<file path="src/rtl/rysy_bus_arbiter.sv">
// rysy_bus_arbiter: shares the rysy data bus between two masters with round-robin
// priority, bounded bus locking and tracking of which master owns the returned read data.
//
// state | meaning
// IDLE  | no lock held, round-robin between requesters
// OWN0  | master 0 holds the bus, master 1 is stalled
// OWN1  | master 1 holds the bus, master 0 is stalled
module rysy_bus_arbiter #(
  parameter int WIDTH    = 32,
  parameter int MAX_LOCK = 16
) (
  input  logic             clk,
  input  logic             rst,

  input  logic             m0_req,
  input  logic [WIDTH-1:0] m0_addr,
  input  logic [WIDTH-1:0] m0_wdata,
  input  logic [3:0]       m0_be,
  input  logic             m0_we,
  input  logic             m0_lock,
  output logic             m0_gnt,
  output logic             m0_rvalid,
  output logic [WIDTH-1:0] m0_rdata,

  input  logic             m1_req,
  input  logic [WIDTH-1:0] m1_addr,
  input  logic [WIDTH-1:0] m1_wdata,
  input  logic [3:0]       m1_be,
  input  logic             m1_we,
  input  logic             m1_lock,
  output logic             m1_gnt,
  output logic             m1_rvalid,
  output logic [WIDTH-1:0] m1_rdata,

  output logic [WIDTH-1:0] s_addr,
  output logic [WIDTH-1:0] s_wdata,
  output logic [3:0]       s_be,
  output logic             s_we,
  input  logic [WIDTH-1:0] s_rdata,

  output logic             lock_timeout
);

  localparam int            CW       = $clog2(MAX_LOCK);
  localparam logic [CW-1:0] CNT_LAST = CW'(MAX_LOCK - 1);

  typedef enum logic [1:0] {
    IDLE = 2'd0,
    OWN0 = 2'd1,
    OWN1 = 2'd2
  } state_e;

  state_e        state_q, state_d;
  logic          last_q, last_d;
  logic [CW-1:0] lock_cnt_q, lock_cnt_d;
  logic          rvalid_q, rvalid_d;
  logic          rsel_q, rsel_d;
  logic          gnt0, gnt1;
  logic          timeout;

  // Grants are combinational and forced low while reset is held.
  always_comb begin
    gnt0 = 1'b0;
    gnt1 = 1'b0;
    case (state_q)
      IDLE: begin
        if (m0_req && m1_req) begin
          gnt0 = last_q;
          gnt1 = ~last_q;
        end else begin
          gnt0 = m0_req;
          gnt1 = m1_req;
        end
      end
      OWN0:    gnt0 = m0_req;
      OWN1:    gnt1 = m1_req;
      default: ;
    endcase
    if (!rst) begin
      gnt0 = 1'b0;
      gnt1 = 1'b0;
    end
  end

  always_comb begin
    state_d    = state_q;
    last_d     = last_q;
    lock_cnt_d = lock_cnt_q;
    timeout    = 1'b0;
    if (gnt0) begin
      last_d = 1'b0;
    end else if (gnt1) begin
      last_d = 1'b1;
    end
    case (state_q)
      IDLE: begin
        if (gnt0 && m0_lock) begin
          state_d    = OWN0;
          lock_cnt_d = '0;
        end else if (gnt1 && m1_lock) begin
          state_d    = OWN1;
          lock_cnt_d = '0;
        end
      end
      // The counter runs even when the owner is idle so a silent owner cannot starve the other side.
      OWN0: begin
        lock_cnt_d = lock_cnt_q + 1'b1;
        if (gnt0 && !m0_lock) begin
          state_d = IDLE;
        end else if (lock_cnt_q == CNT_LAST) begin
          state_d = IDLE;
          timeout = 1'b1;
          last_d  = 1'b0;
        end
      end
      OWN1: begin
        lock_cnt_d = lock_cnt_q + 1'b1;
        if (gnt1 && !m1_lock) begin
          state_d = IDLE;
        end else if (lock_cnt_q == CNT_LAST) begin
          state_d = IDLE;
          timeout = 1'b1;
          last_d  = 1'b1;
        end
      end
      default: state_d = IDLE;
    endcase
  end

  assign rvalid_d = (gnt0 & ~m0_we) | (gnt1 & ~m1_we);
  assign rsel_d   = rvalid_d ? gnt1 : rsel_q;

  always_ff @(posedge clk or negedge rst) begin
    if (!rst) begin
      state_q    <= IDLE;
      last_q     <= 1'b1;
      lock_cnt_q <= '0;
      rvalid_q   <= 1'b0;
      rsel_q     <= 1'b0;
    end else begin
      state_q    <= state_d;
      last_q     <= last_d;
      lock_cnt_q <= lock_cnt_d;
      rvalid_q   <= rvalid_d;
      rsel_q     <= rsel_d;
    end
  end

  always_comb begin
    s_addr  = '0;
    s_wdata = '0;
    s_be    = 4'b0000;
    s_we    = 1'b0;
    if (gnt0) begin
      s_addr  = m0_addr;
      s_wdata = m0_wdata;
      s_be    = m0_be;
      s_we    = m0_we;
    end else if (gnt1) begin
      s_addr  = m1_addr;
      s_wdata = m1_wdata;
      s_be    = m1_be;
      s_we    = m1_we;
    end
  end

  assign m0_gnt       = gnt0;
  assign m1_gnt       = gnt1;
  assign m0_rvalid    = rvalid_q & ~rsel_q;
  assign m1_rvalid    = rvalid_q & rsel_q;
  assign m0_rdata     = s_rdata;
  assign m1_rdata     = s_rdata;
  assign lock_timeout = timeout;

endmodule

</file>
<file path="config.mk">
export PLATFORM = sky130hd
export DESIGN_NAME = rysy_bus_arbiter
export DESIGN_NICKNAME = d
export VERILOG_FILES = /design/src/rtl/rysy_bus_arbiter.sv
export SDC_FILE = /design/constraint.sdc
export NUM_CORES = 1
export LEC_CHECK = 0
export ABC_AREA = 1
export BUFFER_PORTS_ARGS = -buffer_cell sky130_fd_sc_hd__buf_2
export CORE_AREA = 5 5 120 122
export DETAILED_ROUTE_END_ITERATION = 16
export DIE_AREA = 0 0 125 127
export PLACE_DENSITY = 0.55
export SLEW_MARGIN = 25
export SYNTH_ARGS = -nofsm -noshare
export SYNTH_HDL_FRONTEND = slang
export SYNTH_SLANG_ARGS = --single-unit
</file>
<file path="constraint.sdc">
create_clock -name clk -period 2.1 [get_ports clk]
set_input_delay 0.21 -clock clk [delete_from_list [all_inputs] [get_ports clk]]
set_output_delay 0.21 -clock clk [all_outputs]
set_load 0.03 [all_outputs]
</file>
Yosys cells after proc, flatten, opt, wreduce, memory -nomap -nowiden
Cells that the tools add are included.
- input port bits: 176
- output and inout bits: 138
- logic and storage cells: 64
- bits in registers: 9
- bitwise logic cells: 9
- muxes and demuxes: 34
- equal/unequal tests: 4
- $add $sub $neg: 1
- reductions and logical operators: 11
- operators with widths (kind ; count):
    32-bit two-way mux ; 4
    4-bit two-way mux ; 4
    1-bit two-way mux ; 15
    2-bit two-way mux ; 5
    1-bit case mux with 2 select lines ; 4
    4-bit case mux with 2 select lines ; 1
    2-bit case mux with 3 select lines ; 1
    1-bit logical AND ; 5
    4-bit by 1-bit adder with 4-bit output, second input constant ; 1
    1-bit AND ; 4
    4-bit equality test, second input constant ; 1
    1-bit NOT ; 4
    3-bit != test, second input constant ; 1
    2-bit by 1-bit equality test with 1-bit output, second input constant ; 1
    2-bit equality test, second input constant ; 1
    1-bit logical NOT ; 2
    2-bit logical NOT ; 1
    2-bit AND reduction ; 1
    2-bit nonzero test ; 1
    2-bit OR reduction ; 1
    1-bit bitwise OR ; 1

Logic depth before layout (Yosys ltp)
- depth in word-level cells: 9
- depth in mapped cells: 11
- depth with buffers taken out: 10

Least setup slack after synthesis
No wires, ideal clock.
- path kind: reg-to-output
- start: register state_q[0]
- end: output s_we
- arrival time: 1.810 ns
- required time: 1.890 ns
- stages on the path, launching flop included: 9
- setup slack: 0.080 ns
- path buffers: 1
- path through: dfrtp_1 inv_1 ha_1 buf_6 nand2_2 nand2_4 nand2_8 inv_4 o31ai_1
- longest elaborated chain between the ends: 5
- elaborated cells between the ends (all ways): 9
- those cells by class: eq/ne (2); mux (6); reduce/logical (1)
- RTL lines (element ; RTL line ; source):
    start, declared ; 53 ; state_e state_q, state_d;
    start signal, assigned ; 141 ; state_q <= state_d;
    2-bit equality test or 2-bit logical NOT (tied branches) ; 65 ; case (state_q)
    1-bit case mux with 2 select lines ; 65 ;
    1-bit two-way mux ; 79 ; if (!rst) begin
    1-bit two-way mux ; 159 ; end else if (gnt1) begin
    1-bit two-way mux (*) ; 154 ; if (gnt0) begin
    end, declared ; 38 ; output logic s_we,
Mark *: on every way between the ends. The rest lies on a longest branch, timed or not.

Worst setup path in the final report
- start: register state_q[0]
- end: output s_wdata[18]
- longest elaborated chain between the ends: 5
- elaborated cells between the ends (all ways): 9
- those cells by class: eq/ne (2); mux (6); reduce/logical (1)
- RTL lines (element ; RTL line ; source):
    2-bit equality test or 2-bit logical NOT (tied branches) ; 65 ;
    1-bit case mux with 2 select lines ; 65 ;
    1-bit two-way mux ; 79 ;
    32-bit two-way mux ; 159 ;
    32-bit two-way mux (*) ; 154 ;
    end, declared ; 36 ; output logic [WIDTH-1:0] s_wdata,
Marked as above.

==> qor.yml <==
clock_sinks: 9
io_pins: 314
grt_use_total: 0.1189
worstMarginPinSlew_ps: 257.0
final_nets: 730
slew_viol_final: 0
die_y_um: 127
ys_types: 25
status: "finished, final reports clean"
drt_iter0_drc: 187
drive_gt1_frac: 0.4945
combPwrFrac: 0.801
hold_start: "m0_we"
clock_power_share: 0.105
rsz0062_at_grt: "yes"
p_seq_frac: 0.094
clock_path_buffers: 2
power.density_nw_per_um2: 911.1
drc: 0
hold_path.class: "in -> reg"
p_int_uw: 1507
grt_pass1_vias: 2751
avgRoutedWirePerCell_um: 16.42
worst-path-max-fanout: 9
diodes: 0
final-instance-count-excl-fill: 724
grt_pass1_wl_mm: 15.64
end_kind: "primary output"
gp_congestion: 0.8599
cts_buffers: 3
finalSetupTns_ps: 0
syn_area_per_cell_um2: 5.698
die_x_um: 125
synth_seq_area_share: 0.1024
crit_start: "state_q[0]$_DFFE_PN0P_"
hold_viol_final: 0
drv_cap: 0
p_total_uw: 3256
synth_area_um2: 2211
rows: 42
cp.required_ps: 1890
port_buffers: 217
p_sw_frac: 0.5371
grt_start_max_net_pins: 39
clk_latency_ps: 240
final_util: 0.2731
path_clk_slew_ps: 40
antenna_found_initial: 0
dp.cells: 704
setup_viol: 0
avgViaCountPerCell: 4.192
synthCells: 388
synth_edf_count: 0
layout_commonest_cell: "buf_2"
vias: 3035
switching_power_uw: 1748
period_needed_ps: 2044
ys_warn_count: 0
coreArea_um2: 13090
dpl.hpwl_mm: 8.729
ys_ff_latch: 9
cp_data_arrival_time_ps: 1830
peakVddDrop_uv: 569.1
syn_to_final_growth_pct: 61.63
finalWirelength_mm: 11.89
synthFlopType: "dfrtp_1"
finClkSkew_ps: 1.339
grt_overflow: 0
critPathLaunchType: "flop"
die-area_um2: 15880
start_util: 0.1690
h-tree-depth: 1
r2r-start: "state_q[1]$_DFFE_PN0P_"
dr.pass1.iters: 5
ant_nets: 0
async_flop_share: 1.000
finalCritPeriodShare: 0.9733
p_leak_uw: 0.002142
cts_tree: "yes"
syn-num-nets: 569
layout_common_cells: "buf_2, nand2_1, nand3_1"
cts-root-buf: "clkbuf_16"
nFillCells: 1459
crit_type: "reg -> out"
max_freq_ghz: 0.4893
timing.slew.headroom: 0.8269
power groups by stage:
stage,registers [uW],clock network (uW),logic (uW)
after detailed placement,297,0,2120
after global placement,296,0,2130
after CTS,296,347,2240
after floorplan,285,0,1730
final,305,341,2610
after global routing,315,352,2820
flip-flops by register name, indices dropped and copies added (netlist names):
register,cells
rsel_q,1
state_q,2
lock_cnt_q,4
last_q,1
rvalid_q,1
per-stage QoR:
stage               instance area (um2)  worst slack, ps  hold WS [ps]
finish                             3573            56.14         202.5
global route                       3573           -32.98         217.8
CTS                                3202           -2.247         198.8
detailed placement                 2993            146.1         185.5
global placement                   2993            142.5         182.0
floorplan                          2211            80.30        -85.59
critical path, cell delays in order, from the launching register on:
cell and delay (ps):
dfrtp_2 450, inv_2 100, ha_2 200, inv_2 40, nand2_2 100, nand2_4 90, clkinv_8 110, buf_6 170
nand3_1 90, nand2_1 70, clkbuf_4 180
path summary, 6_finish.rpt:
check,end,slack [ps],cells past startpoint
max,s_wdata[18],60,10
min,rvalid_q$_DFF_PN0_,200,2
max reg2reg,rsel_q$_DFFE_PN0P_,460,11
min reg2reg,lock_cnt_q[1]$_DFFE_PN0P_,500,2
max in group asynchronous,last_q$_DFF_PN1_,1430,3
min in group asynchronous,lock_cnt_q[2]$_DFFE_PN0P_,460,3
repair_timing:
action	CTS	global route
hold buffers	1	0
setup endpoints to repair	68	69
resized for setup	23	87
setup buffers	3	4
pin swaps	0	3
endpoints found under the hold margin	8	0
gates cloned	1	7
routing by layer:
metal / vias to the layer above / wire length [um] / GRT usage
li1: 1489 / - / -
met1: 1305 / 4513 / 0.1371
met2: 230 / 5950 / 0.2142
met3: 11 / 1316 / 0.04341
met4: 0 / 110 / 0.02105
met5: - / 0 / 0
logic make-up after synthesis:
logic type | synth area share
XOR/XNOR | 0.003962
adder cells (fa/ha/maj) | 0.02830
buffers and inverters | 0.3231
AO/OA/AOI/OAI | 0.01754
flip-flops | 0.1024
AND/OR/NAND/NOR | 0.5246
area by class of cell:
cell class	instances	area (um2)	share of cell area
repair buffers	242	1642	0.4594
multi-input cells	275	1313	0.3673
flip-flops and latches	9	227.7	0.06373
well taps	176	220.2	0.06162
inverters	18	92.59	0.02591
clock buffers	4	78.83	0.02206
Yosys cell counts (2+ instances only):
| library cell | n | share of area |
|---|---|---|
| o21ai_0 | 2 | 0.0045 |
| buf_2 | 6 | 0.014 |
| inv_4 | 2 | 0.0057 |
| nand2_2 | 4 | 0.011 |
| buf_4 | 77 | 0.26 |
| nand3_2 | 3 | 0.014 |
| o31ai_1 | 2 | 0.0068 |
| ha_1 | 5 | 0.028 |
| inv_1 | 15 | 0.025 |
| nand2_1 | 165 | 0.28 |
| nor2_1 | 4 | 0.0068 |
| dfrtp_1 | 8 | 0.091 |
| nand3_1 | 78 | 0.18 |
| nand4_1 | 3 | 0.0085 |
| buf_6 | 3 | 0.015 |
| or2_2 | 2 | 0.0057 |
Power figures use the tool's default switching activity.
